<file path="src/rtl/alu_pkg.sv">
// +----------------------------------------------------------------------+
// | alu_pkg : shared types and constants for the pipelined XM23 ALU      |
// | Revision: 1.0                                                        |
// +----------------------------------------------------------------------+
`default_nettype none

package alu_pkg;

    localparam int BYTE_W   = 8;
    localparam int NIBBLE_W = 4;

    typedef enum logic [3:0] {
        ALU_AND  = 4'd0,
        ALU_OR   = 4'd1,
        ALU_XOR  = 4'd2,
        ALU_BIT  = 4'd3,
        ALU_BIC  = 4'd4,
        ALU_BIS  = 4'd5,
        ALU_ADD  = 4'd6,
        ALU_SUB  = 4'd7,
        ALU_DADD = 4'd8
    } alu_mode_e;

    typedef struct packed {
        logic v;
        logic n;
        logic z;
        logic c;
    } alu_flags_t;

    typedef enum logic [0:0] {
        ST_IDLE      = 1'b0,
        ST_DADD_BUSY = 1'b1
    } alu_state_e;

endpackage

`default_nettype wire

</file>
<file path="src/rtl/bcd_digit_add.sv">
// +----------------------------------------------------------------------+
// | bcd_digit_add : one BCD digit adder with decimal carry correction    |
// | Revision: 1.0                                                        |
// +----------------------------------------------------------------------+
`default_nettype none

module bcd_digit_add
    import alu_pkg::*;
(
    input  logic [NIBBLE_W-1:0] i_a,
    input  logic [NIBBLE_W-1:0] i_b,
    input  logic                i_cin,
    output logic [NIBBLE_W-1:0] o_sum,
    output logic                o_cout
);

    logic [NIBBLE_W:0] w_bin;
    logic [NIBBLE_W:0] w_adj;

    assign w_bin = {1'b0, i_a} + {1'b0, i_b} + {{NIBBLE_W{1'b0}}, i_cin};
    assign w_adj = w_bin + (NIBBLE_W+1)'(6);

    // Non-BCD digits take the same correction path; no error is raised.
    always_comb begin
        o_sum  = w_bin[NIBBLE_W-1:0];
        o_cout = 1'b0;
        if (w_bin > (NIBBLE_W+1)'(9)) begin
            o_sum  = w_adj[NIBBLE_W-1:0];
            o_cout = 1'b1;
        end
    end

endmodule

`default_nettype wire

</file>
<file path="src/rtl/alu_pipe.sv">
// +----------------------------------------------------------------------+
// | alu_pipe : registered XM23 ALU with handshakes and digit-serial DADD |
// | Revision: 1.0                                                        |
// +----------------------------------------------------------------------+
`default_nettype none

module alu_pipe #(
    parameter int WIDTH       = 16,
    parameter int DADD_DIGITS = 1
) (
    input  logic             clk,
    input  logic             rst_n,
    input  logic             in_valid,
    output logic             in_ready,
    input  logic [WIDTH-1:0] a,
    input  logic [WIDTH-1:0] b,
    input  logic [3:0]       mode_select,
    input  logic             bw,
    input  logic             carry_in,
    output logic             out_valid,
    input  logic             out_ready,
    output logic [WIDTH-1:0] result,
    output logic [3:0]       flags,
    output logic             out_err
);

    import alu_pkg::*;

    localparam int NDIG  = WIDTH / NIBBLE_W;
    localparam int CNT_W = $clog2(NDIG) + 1;
    localparam logic [CNT_W-1:0] LAST_WORD = CNT_W'(NDIG / DADD_DIGITS - 1);
    localparam logic [CNT_W-1:0] LAST_BYTE = CNT_W'((BYTE_W / NIBBLE_W) / DADD_DIGITS - 1);

    alu_state_e       r_state, w_state_next;
    logic             r_out_valid, r_err;
    logic [WIDTH-1:0] r_result;
    alu_flags_t       r_flags;

    logic [WIDTH-1:0] r_da, r_db, r_acc;
    logic             r_dc, r_dbw;
    logic [CNT_W-1:0] r_cnt;

    alu_mode_e        w_mode;
    logic             w_in_fire, w_out_fire, w_dadd_last;
    logic [WIDTH-1:0] w_addend, w_raw, w_res;
    logic [WIDTH:0]   w_sum_w;
    logic [BYTE_W:0]  w_sum_b;
    logic             w_arith, w_err, w_msb_a, w_msb_add, w_msb_r;
    alu_flags_t       w_flags, w_dflags;

    int                              w_base;
    logic [DADD_DIGITS:0]            w_dc;
    logic [DADD_DIGITS*NIBBLE_W-1:0] w_dsum;
    logic [WIDTH-1:0]                w_acc_next;

    assign w_mode     = alu_mode_e'(mode_select);
    assign in_ready   = (r_state == ST_IDLE) && (!r_out_valid || out_ready);
    assign w_in_fire  = in_valid && in_ready;
    assign w_out_fire = r_out_valid && out_ready;

    assign out_valid = r_out_valid;
    assign result    = r_result;
    assign flags     = r_flags;
    assign out_err   = r_err;

    // Single-cycle datapath
    always_comb begin
        w_addend  = (w_mode == ALU_SUB) ? ~b : b;
        w_sum_w   = {1'b0, a} + {1'b0, w_addend} + {{WIDTH{1'b0}}, carry_in};
        w_sum_b   = {1'b0, a[BYTE_W-1:0]} + {1'b0, w_addend[BYTE_W-1:0]}
                  + {{BYTE_W{1'b0}}, carry_in};
        w_arith   = 1'b0;
        w_err     = 1'b0;
        w_raw     = '0;
        case (w_mode)
            ALU_AND, ALU_BIT: w_raw = a & b;
            ALU_OR,  ALU_BIS: w_raw = a | b;
            ALU_XOR:          w_raw = a ^ b;
            ALU_BIC:          w_raw = a & ~b;
            ALU_ADD, ALU_SUB: begin
                w_arith = 1'b1;
                w_raw   = bw ? {{(WIDTH-BYTE_W){1'b0}}, w_sum_b[BYTE_W-1:0]}
                             : w_sum_w[WIDTH-1:0];
            end
            ALU_DADD:         w_raw = '0;
            default:          w_err = 1'b1;
        endcase

        w_res     = bw ? {a[WIDTH-1:BYTE_W], w_raw[BYTE_W-1:0]} : w_raw;
        w_msb_a   = bw ? a[BYTE_W-1]        : a[WIDTH-1];
        w_msb_add = bw ? w_addend[BYTE_W-1] : w_addend[WIDTH-1];
        w_msb_r   = bw ? w_raw[BYTE_W-1]    : w_raw[WIDTH-1];

        w_flags.c = w_arith && (bw ? w_sum_b[BYTE_W] : w_sum_w[WIDTH]);
        w_flags.v = w_arith && (w_msb_a == w_msb_add) && (w_msb_r != w_msb_a);
        w_flags.n = w_msb_r;
        w_flags.z = bw ? (w_raw[BYTE_W-1:0] == '0) : (w_raw == '0);

        if (w_err) begin
            w_res   = '0;
            w_flags = '{v: 1'b0, n: 1'b0, z: 1'b1, c: 1'b0};
        end
    end

    // DADD digit chain: DADD_DIGITS digits per cycle, low digit first
    assign w_base = int'(r_cnt) * DADD_DIGITS * NIBBLE_W;
    assign w_dc[0] = r_dc;

    for (genvar k = 0; k < DADD_DIGITS; k++) begin : g_digit
        logic [NIBBLE_W-1:0] w_na, w_nb;
        assign w_na = r_da[w_base + k*NIBBLE_W +: NIBBLE_W];
        assign w_nb = r_db[w_base + k*NIBBLE_W +: NIBBLE_W];
        bcd_digit_add u_digit (
            .i_a    (w_na),
            .i_b    (w_nb),
            .i_cin  (w_dc[k]),
            .o_sum  (w_dsum[k*NIBBLE_W +: NIBBLE_W]),
            .o_cout (w_dc[k+1])
        );
    end

    always_comb begin
        w_acc_next = r_acc;
        for (int k = 0; k < DADD_DIGITS; k++) begin
            w_acc_next[w_base + k*NIBBLE_W +: NIBBLE_W] = w_dsum[k*NIBBLE_W +: NIBBLE_W];
        end
        w_dflags.v = 1'b0;
        w_dflags.c = w_dc[DADD_DIGITS];
        w_dflags.n = r_dbw ? w_acc_next[BYTE_W-1] : w_acc_next[WIDTH-1];
        w_dflags.z = r_dbw ? (w_acc_next[BYTE_W-1:0] == '0) : (w_acc_next == '0);
    end

    assign w_dadd_last = (r_state == ST_DADD_BUSY) && (r_cnt == (r_dbw ? LAST_BYTE : LAST_WORD));

    always_comb begin
        w_state_next = r_state;
        case (r_state)
            ST_IDLE:      if (w_in_fire && (w_mode == ALU_DADD)) w_state_next = ST_DADD_BUSY;
            ST_DADD_BUSY: if (w_dadd_last) w_state_next = ST_IDLE;
            default:      w_state_next = ST_IDLE;
        endcase
    end

    always_ff @(posedge clk or negedge rst_n) begin
        if (!rst_n) r_state <= ST_IDLE;
        else        r_state <= w_state_next;
    end

    always_ff @(posedge clk or negedge rst_n) begin
        if (!rst_n) begin
            r_out_valid <= 1'b0;
            r_result    <= '0;
            r_flags     <= '0;
            r_err       <= 1'b0;
            r_da        <= '0;
            r_db        <= '0;
            r_acc       <= '0;
            r_dc        <= 1'b0;
            r_dbw       <= 1'b0;
            r_cnt       <= '0;
        end else if (w_in_fire) begin
            if (w_mode == ALU_DADD) begin
                // Accumulator starts as a so byte mode keeps a's upper bits.
                r_da        <= a;
                r_db        <= b;
                r_acc       <= a;
                r_dc        <= carry_in;
                r_dbw       <= bw;
                r_cnt       <= '0;
                r_out_valid <= 1'b0;
            end else begin
                r_result    <= w_res;
                r_flags     <= w_flags;
                r_err       <= w_err;
                r_out_valid <= 1'b1;
            end
        end else if (r_state == ST_DADD_BUSY) begin
            r_acc <= w_acc_next;
            r_dc  <= w_dc[DADD_DIGITS];
            if (w_dadd_last) begin
                r_cnt       <= '0;
                r_result    <= w_acc_next;
                r_flags     <= w_dflags;
                r_err       <= 1'b0;
                r_out_valid <= 1'b1;
            end else begin
                r_cnt <= r_cnt + CNT_W'(1);
            end
        end else if (w_out_fire) begin
            r_out_valid <= 1'b0;
        end
    end

endmodule

`default_nettype wire
</file>
<file path="config.mk">
export PLATFORM = sky130hd
export DESIGN_NAME = alu_pipe
export DESIGN_NICKNAME = d
export VERILOG_FILES = /design/src/rtl/alu_pkg.sv /design/src/rtl/bcd_digit_add.sv /design/src/rtl/alu_pipe.sv
export SDC_FILE = /design/constraint.sdc
export NUM_CORES = 1
export LEC_CHECK = 0
export CAP_MARGIN = 10
export CELL_PAD_IN_SITES_DETAIL_PLACEMENT = 1
export CELL_PAD_IN_SITES_GLOBAL_PLACEMENT = 1
export CORE_UTILIZATION = 30
export DETAILED_ROUTE_END_ITERATION = 16
export DONT_BUFFER_PORTS = 1
export HOLD_SLACK_MARGIN = 0.12
export PLACE_DENSITY = 0.61
export SYNTH_ARGS = -nofsm -noshare
export SYNTH_HDL_FRONTEND = slang
export SYNTH_SLANG_ARGS = --single-unit
</file>
<file path="constraint.sdc">
create_clock -name clk -period 5.6 [get_ports clk]
set_input_delay 0.28 -clock clk [delete_from_list [all_inputs] [get_ports clk]]
set_output_delay 0.28 -clock clk [all_outputs]
set_load 0.1 [all_outputs]
</file>
Yosys cells after proc, flatten, opt, wreduce, memory -nomap -nowiden
Cells that the tools add are included. Widths: inputs -> output; s select.

Add/sub/neg operators: 9. $mul: 0. Div/mod/pow operators: 0. Magnitude comparators: 1. Equality and inequality tests: 14. Shift operators: 4. Mux-type cells: 49. Bitwise operators: 6. Reductions and logical operators: 26.

Operators by type and width (number): $mux 16 (11); $pmux 16 s5 (1); $neg 5->33 (1); $shift 4x33->16 const A (1); $shiftx 4x33->16 (1); $and 16x16->16 (2); $logic_not 16->1 (2); $shiftx 16x6->4 (2); $mux 1 (24); $mux 4 (6); $add 16x16->17 (1); $add 17x1->17 (1); $bwmux 16 (1); $eq 4x3->1 const B (4); $logic_not 8->1 (2); $not 16->16 (1); $or 16x16->16 (1); $xor 16x16->16 (1); $mux 3 (4); $add 8x8->9 (1); $add 9x1->9 (1); $reduce_or 9->1 (1); $eq 4x2->1 const B (2); $logic_and 1x1->1 (8); other kinds (24) (29).

Bits in registers: 76. Bits in latches: 0. Memory bits (writable): 0. ROM bits: 0. Bits of input ports: 42. Output and inout port bits: 23. Word-level logic and storage cells: 123. Memories kept: 0.

Depth between registers and ports, before layout
Gate-level depths: netlist (run 1).

Word-level depth: 12. Mapped depth: 17. Depth with buffers taken out: 15.

By module
A second synthesis (run 1) with hierarchy kept.

Cell total of the unflattened synthesis: 740. Area, all modules: 6045.8 sq um.

By module, submodules not included: alu_pipe (instances 1, cells each 718, area an instance 5834.3 sq um, sequential area each 1901.8 sq um); bcd_digit_add (instances 1, cells each 22, area an instance 211.5 sq um, sequential area each 0.0 sq um).

Worst setup path after synthesis (run 1)
OpenSTA, ideal clock, no wires.

Kind: register -> register. Start point: reg r_cnt[0]. End point: reg r_flags (netlist bit flags[1]). Library setup time: 124 ps. Arrival time: 4542 ps. Required time: 5476 ps. Setup slack: 934 ps. Cell stages (with the launch flop): 17. Buffers on the path: 1. Period minus slack after synthesis: 4666 ps. Cell sequence: dfrtp_1 -> buf_1 -> mux4_2 -> and2_1 -> fa_1 -> fa_1 -> xor2_1 -> inv_1 -> ha_1 -> nor2b_1 -> o21bai_1 -> o31ai_4 -> mux2i_1 -> a22oi_1 -> a41oi_1 -> nor3_1 -> a211o_1.

Word-level cells in the longest chain between the ends: 12. Elaborated cells on any way between the ends: 21. Classes of those cells: add/sub (4); order compare (1); eq/ne (1); shift (4); mux (6); reduce/logical (5).

Ends and longest elaborated chain: start: declaration (RTL line alu_pipe.sv:41) `logic [CNT_W-1:0] r_cnt;`; start signal: assignment (RTL line alu_pipe.sv:187) `r_cnt <= r_cnt + CNT_W'(1);`; $shiftx 16x6->4 (on tied branches) (RTL line alu_pipe.sv:111, alu_pipe.sv:112); $add 4x4->5 (RTL line bcd_digit_add.sv:20) `assign w_bin = {1'b0, i_a} + {1'b0, i_b} + {{NIBBLE_W{1'b0}}, i_cin};`; $add 5x1->5 (RTL line bcd_digit_add.sv:20); $add 4x3->4 or $gt 5x4->1 (tied branches) (RTL line bcd_digit_add.sv:21, bcd_digit_add.sv:27); $mux 4 (RTL line bcd_digit_add.sv:27) `if (w_bin > (NIBBLE_W+1)'(9)) begin`; $shiftx 4x33->16 (RTL line alu_pipe.sv:125) `w_acc_next[w_base + k*NIBBLE_W +: NIBBLE_W] = w_dsum[k*NIBBLE_W +: NIBBLE_W];`; $bwmux 16 (RTL line alu_pipe.sv:125); $logic_not 16->1 or $logic_not 8->1 (tied branches) (RTL line alu_pipe.sv:130) `w_dflags.z = r_dbw ? (w_acc_next[BYTE_W-1:0] == '0) : (w_acc_next == '0);`; $mux 1 (RTL line alu_pipe.sv:130); $mux 4 (RTL line alu_pipe.sv:180) `if (w_dadd_last) begin`; $mux 4 (RTL line alu_pipe.sv:177) `end else if (r_state == ST_DADD_BUSY) begin`; $mux 4 (RTL line alu_pipe.sv:161) `end else if (w_in_fire) begin`; end signal: assignment (RTL line alu_pipe.sv:173) `r_flags <= w_flags;`; end signal: assignment (RTL line alu_pipe.sv:183) `r_flags <= w_dflags;`; end: declaration (RTL line alu_pipe.sv:37) `alu_flags_t r_flags;`.

Several ways; a longest one is shown, not always the timed one. The select of a mux whose other input is x is not followed. A chain may end at the register's enable or synchronous reset.

Worst setup path after layout (run 1)
Same ends and word-level chain as after synthesis.

==> results of run 1 <==
==> cell families after synthesis <==
kind of cell / share of synthesized area
XOR/XNOR: 0.0463
adder cells (fa/ha/maj): 0.0954
AND/OR/NAND/NOR: 0.190
multiplexers: 0.0499
flip-flops: 0.306
AO/OA/AOI/OAI: 0.259
buffers and inverters: 0.0539
==> final cells by class <==
cell class / instances / area share
clock inverters: 6 / 0.00588
clock buffers: 10 / 0.0351
inverters: 44 / 0.0243
well taps: 270 / 0.0496
repair buffers: 15 / 0.0206
multi-input cells: 597 / 0.585
flip-flops and latches: 76 / 0.279
==> timing repair <==
action / 4_1_cts / 5_1_grt
hold buffers: 4 / 0
endpoints found under the setup margin: 0 / 0
endpoints found under the hold margin: 78 / 0
==> state kept, by name, indices dropped and copies added (netlist names) <==
signal / cells
r_acc: 16
out_valid: 1
out_err: 1
r_db: 16
r_cnt: 3
r_dbw: 1
r_da: 16
r_dc: 1
result: 16
r_state: 1
flags: 4
==> worst max-delay path, delay by kind of cell, from the launching register on <==
family | cells | cell delay [ps]
flops | 1 | 600
buf+inv | 1 | 120
fa+ha+maj | 3 | 1140
simple gates | 3 | 450
compound gates | 5 | 1170
xor+xnor | 1 | 280
mux | 2 | 1050
==> Yosys cell counts (4+ instances only) <==
master and n:
mux4_2 8, a31oi_1 8, a211oi_1 8, dfrtp_1 76, a21o_1 8, o21a_1 4
a21oi_1 65, inv_1 44, nand2_1 94, nor3_1 9, nand2b_1 4, o211ai_1 10
and2_1 14, o221ai_1 6, clkbuf_1 25, a22oi_1 14, nand3_1 12, a22o_1 4
ha_1 41, xnor2_1 24, buf_2 9, a21oi_2 4, nand4_1 7, fa_1 4
o21ai_0 77, mux2i_1 13, xor2_1 7, nor2_1 68, or4_1 4
==> cell usage in the layout, fill, tap and decap left out, types with 4 or more instances in the layout <==
master and instances:
nor3_1 9, nand2_1 94, mux2i_1 13, a21o_1 8, or2_2 4, nand2b_1 4
o21a_1 4, xnor2_1 24, xor2_1 7, a21oi_2 4, and2_1 14, nand3_1 12
o211ai_1 10, mux4_2 8, a31oi_1 8, ha_1 41, o221ai_1 6, nor2_1 67
a22oi_1 14, fa_1 4, a21oi_1 65, o21ai_0 77, inv_1 44, a22o_1 4
dfrtp_1 76, a211oi_1 8, buf_4 11, nand4_1 7, clkbuf_16 9, or4_1 4
==> routing by layer <==
metal / vias up / track usage / part of all wire
met4: 0 / 0.0599 / 0.019
met1: 2894 / 0.294 / 0.48
met3: 26 / 0.0511 / 0.053
li1: 2702 / - / -
met5: - / 0 / 0
met2: 131 / 0.340 / 0.45
==> stage by stage <==
step                power, W  setup slack (ps)  utilization  hold WS [ps]  instance area, sq um
floorplan            0.00287               934            -         -15.6                  6220
global placement     0.00333               920        0.319         -10.9                  6470
detailed placement   0.00342               640        0.319         -11.2                  6470
CTS                  0.00400               617        0.335           121                  6810
global route         0.00423               400        0.335           134                  6810
finish               0.00399               666        0.335           120                  6810
==> worst min path at each step <==
| stage | start | endpoint | slack [ps] |
|---|---|---|---|
| 2_1_floorplan | rst_n | flags[0]$_DFFE_PN0P_ | -20 |
| 3_3_place_gp | rst_n | r_state$_DFF_PN0_ | -10 |
| 3_5_place_dp | rst_n | r_state$_DFF_PN0_ | -10 |
| 4_1_cts | b[9] | r_db[9]$_DFFE_PN0P_ | 120 |
| 5_1_grt | mode_select[3] | out_err$_DFFE_PN0P_ | 130 |
| 6_report | b[9] | r_db[9]$_DFFE_PN0P_ | 120 |
==> power by group through the flow <==
stage	Clock [W]	Sequential, W	Combinational, W
2_1_floorplan	0	0.00139	0.00148
3_3_place_gp	0	0.00150	0.00183
3_5_place_dp	0	0.00151	0.00191
4_1_cts	0.000563	0.00150	0.00194
5_1_grt	0.000583	0.00152	0.00213
6_report	0.000553	0.00150	0.00194
==> results.toml, run 1 <==
[logic_synthesis]
yosys.cell_types.count = 81
synth_nets = 844
yosysWarnings = 0
ys_ff_latch = 76
synth_top_area_share = 0.306
syn_area_per_cell_sq_um = 8.21
syn_inst = 757
ys.flop_type = "dfrtp_1"
synthesis.area_sq_mm = 0.00622
ys_seq_area_frac = 0.306
yosysTopAreaCell = "dfrtp_1"
synthArstFlopShare = 1.00
synth_edf_count = 0
synthTopCellsByArea = "dfrtp_1, ha_1, o21ai_0, nand2_1, a21oi_1"

[global_routing]
antenna_found_initial = 0
grt_usage = 0.216
grt_pass1_vias = 5955
grt_max_degree = 77
grt.overflow.total = 0
grt_pass1_wl_microns = 35300

[place]
dp_hpwl_microns = 18100
port_buffers = 0
placed_cells = 998
routabilityCongestion = 0.883

[clock_tree]
path_clk_slew_ps = 60
post_cts_buffers = 0
clock_sink_count = 76
cts_inserted_buffers = 9
cts-resized-gates = 0
tritoncts = "yes"
cts_htree_levels = 3
clockBufferDepth = 2
insertion_delay_ps = 340
clock-root-buffer = "clkbuf_16"

[die]
coreArea_sq_mm = 0.0203
dieHeight_microns = 146
start_util = 0.306
die_w_microns = 146
num_rows = 52
die-area_sq_mm = 0.0213
pin_count = 65

[critical_path]
cp_cell_sequence = "mux4_2 -> and2_1 -> fa_1 -> fa_1 -> xor2_1 -> inv_1 -> ha_1 -> nor2b_1 -> o21bai_1 -> o31ai_4 -> mux2i_1 -> a22oi_1 -> a41oi_1 -> nor3_1 -> a211o_1"
cp.arrival_ps = 5160
slowest_delay_ps = 600
cp_max_fo = 11
cp-end-kind = "register"
crit_path_start_kind = "register"
worst-r2r-cell-count = 15
r2r_end = "flags[1]$_DFFE_PN0P_"
crit_required_ps = 5820
endpoint = "flags[1]$_DFFE_PN0P_"
critPathKind = "reg -> reg"
r2r-start = "r_cnt[0]$_DFFE_PN0P_"
critPathSlowestCell = "dfrtp_1"
startpoint = "r_cnt[0]$_DFFE_PN0P_"
reg2reg_setup_slack_ps = 670
crit_path_frequent_cell = "fa_1"

[cells_and_area]
seq_area_sq_mm = 0.00190
areaGrowthSynthToFinish_pct = 9.48
fin_cells = 1018
antennaDiodeCount = 0
fill_cells = 2456
layout.nets = 830
multi_input_area_sq_mm = 0.00398
drive_above_1_share = 0.0775

[timing]
rsz0062_at_grt = "false"
tightest_slew_ps = 1140
maxSlewHeadroom = 0.237
min_period_ps = 4930
slew_violations = 0
finalHoldViolCount = 0
final.setup_skew_ps = 8.32
setup_viol = 0
fin_setup_tns_ps = 0
finalCritPeriodShare = 0.881
fmax_mhz = 203

[min_path]
hold_class = "in -> reg"
hold-path-cell-count = 2

[routing]
drt_iter0_markers = 350
final_antenna_net_count = 0
wl_microns = 22900
drc = 0
num_vias = 5753
firstDrtPassIters = 5
vias_per_cell = 5.65
routedWlPerCell_microns = 22.5

[power]
p_clk_frac = 0.139
netSwitchingPower_w = 0.00216
internal_power_w = 0.00183
p_per_area_mw_per_mm2 = 587
p_sw_frac = 0.542
p_seq_frac = 0.376
combPwrFrac = 0.485
peakVddDrop_v = 0.000256
power_leakage_nw = 2.90

[run_status]
status = "completed"

[flow_run]
cap_violations = 0
Power figures use the tool's default switching activity.
==> inputs of run 2 (changes only) <==
--- a/config.mk
+++ b/config.mk
@@ -12,7 +12,7 @@
 export DETAILED_ROUTE_END_ITERATION = 16
 export DONT_BUFFER_PORTS = 1
 export HOLD_SLACK_MARGIN = 0.12
-export PLACE_DENSITY = 0.61
+export PLACE_DENSITY = 0.63
 export SYNTH_ARGS = -nofsm -noshare
 export SYNTH_HDL_FRONTEND = slang
 export SYNTH_SLANG_ARGS = --single-unit
==> constraint.sdc (replaced) <==
create_clock -name clk -period 4.04 [get_ports clk]
set_input_delay 0.808 -clock clk [delete_from_list [all_inputs] [get_ports clk]]
set_output_delay 0.808 -clock clk [all_outputs]
set_load 0.1 [all_outputs]
==> run 2 against run 1 <==
Net effect:
- non-clock buffer count up 42
- cell count up 4.1%
- critical path depth down 2
- highest routed layer unchanged
==> results.toml, run 2 (same netlist as run 1, synthesis figures left out) <==
[cells_and_area]
final_common_cell = "nand2_1"
areaGrowthSynthToFinish_pct = 16.3
antennaDiodeCount = 0
post-route-util = 0.356
most-common-layout-cells = "nand2_1, o21ai_0, dfrtp_1"
layout.nets = 872
fin_cells = 1060
drive_above_1_share = 0.156

[routing]
drt_iter0_markers = 351
wl_microns = 23600
routedWlPerCell_microns = 22.3
vias_per_cell = 5.62
drc = 0
firstDrtPassIters = 4
final_antenna_net_count = 0
num_vias = 5961

[timing]
rsz0062_at_grt = "true"
fmax_mhz = 248
fin_setup_tns_ps = 0
tightest_slew_ps = 1080
maxSlewHeadroom = 0.282
slew_violations = 0
setup_viol = 0
min_period_ps = 4030
final.setup_skew_ps = 7.05
finalCritPeriodShare = 0.997
finalHoldViolCount = 0

[place]
placed_cells = 1039
routabilityCongestion = 0.921
dp_hpwl_microns = 18900
port_buffers = 0

[clock_tree]
insertion_delay_ps = 340
clockBufferDepth = 2
cts_htree_levels = 3
clock_sink_count = 76
cts-hold-fix-buffers = 0
cts_inserted_buffers = 9
path_clk_slew_ps = 60
clock-root-buffer = "clkbuf_16"
tritoncts = "yes"

[global_routing]
grt_pass1_wl_microns = 36300
antenna_found_initial = 0
grt_pass1_vias = 6067
grt.overflow.total = 0
grt_usage = 0.223
grt_max_degree = 77

[critical_path]
cp_max_fo = 6
cp.arrival_ps = 4300
cp-end-kind = "register"
critPathKind = "reg -> reg"
crit_path_start_kind = "register"
crit_required_ps = 4310

[power]
p_per_area_mw_per_mm2 = 901
power_leakage_nw = 3.11
peakVddDrop_v = 0.000537

[die]
start_util = 0.306
pin_count = 65
num_rows = 52
die_w_microns = 146
coreArea_sq_mm = 0.0203
die-area_sq_mm = 0.0213
dieHeight_microns = 146

[min_path]
hold_class = "in -> async"

[run_status]
status = "completed"

[flow_run]
cap_violations = 0
-- run 2: routing by layer --
metal	track usage	vias to the layer above	share of wire
li1	-	2792	-
met1	0.302	3002	0.46
met2	0.367	141	0.47
met3	0.0370	26	0.049
met4	0.0615	0	0.021
met5	0	-	0
-- run 2: critical path, cell delays in order, from the launching register on --
cell	delay [ps]
dfrtp_2	410
mux4_2	510
and2_4	160
fa_2	390
fa_2	560
buf_4	160
nand2b_1	200
nor2_1	70
a2111oi_1	520
nor2_2	170
a221oi_1	330
a41oi_1	150
nor3_1	210
a211o_1	130
-- run 2: final cells by class --
type / count / area, sq um
fillers: 2475 / 13100
multi-input cells: 597 / 4110
flip-flops and latches: 76 / 1900
repair buffers: 57 / 432
well taps: 270 / 338
clock buffers: 12 / 256
inverters: 44 / 165
clock inverters: 4 / 32.5
-- run 2: path summary, 6_finish.rpt --
path / slack [ps] / cells after the start / to / startpoint
setup / recovery: 10 / 13 / flags[1]$_DFFE_PN0P_ / r_cnt[0]$_DFFE_PN0P_
hold / removal: 170 / 0 / out_valid$_DFFE_PN0P_ / rst_n
setup reg to reg: 10 / 13 / flags[1]$_DFFE_PN0P_ / r_cnt[0]$_DFFE_PN0P_
hold reg to reg: 480 / 2 / r_da[12]$_DFFE_PN0P_ / r_da[12]$_DFFE_PN0P_
max in group asynchronous: 3740 / 0 / result[8]$_DFFE_PN0P_ / rst_n
min in group clk: 480 / 2 / r_da[12]$_DFFE_PN0P_ / r_da[12]$_DFFE_PN0P_
-- run 2: power by group --
part	switching, W	total [W]	internal, W
clock network	0.000338	0.000792	0.000454
registers	0.000961	0.00202	0.00106
logic	0.00207	0.00370	0.00164
-- run 2: timing repair --
| action | 4_1_cts | 5_1_grt |
|---|---|---|
| pin swaps | 2 | 7 |
| resized for setup | 2 | 12 |
| setup endpoints to repair | 3 | 17 |
| setup buffers | 1 | 4 |
-- run 2: through the flow --
stage | cell area (sq um) | total power, W | worst slack [ps] | hold slack (ps)
floorplan | 6310 | 0.00429 | -44.9 | 445
global placement | 6850 | 0.00516 | 58.9 | 459
detailed placement | 6850 | 0.00530 | -74.3 | 474
CTS | 7160 | 0.00621 | 4.13 | 162
global route | 7230 | 0.00687 | -208 | 158
finish | 7230 | 0.00652 | 12.5 | 166
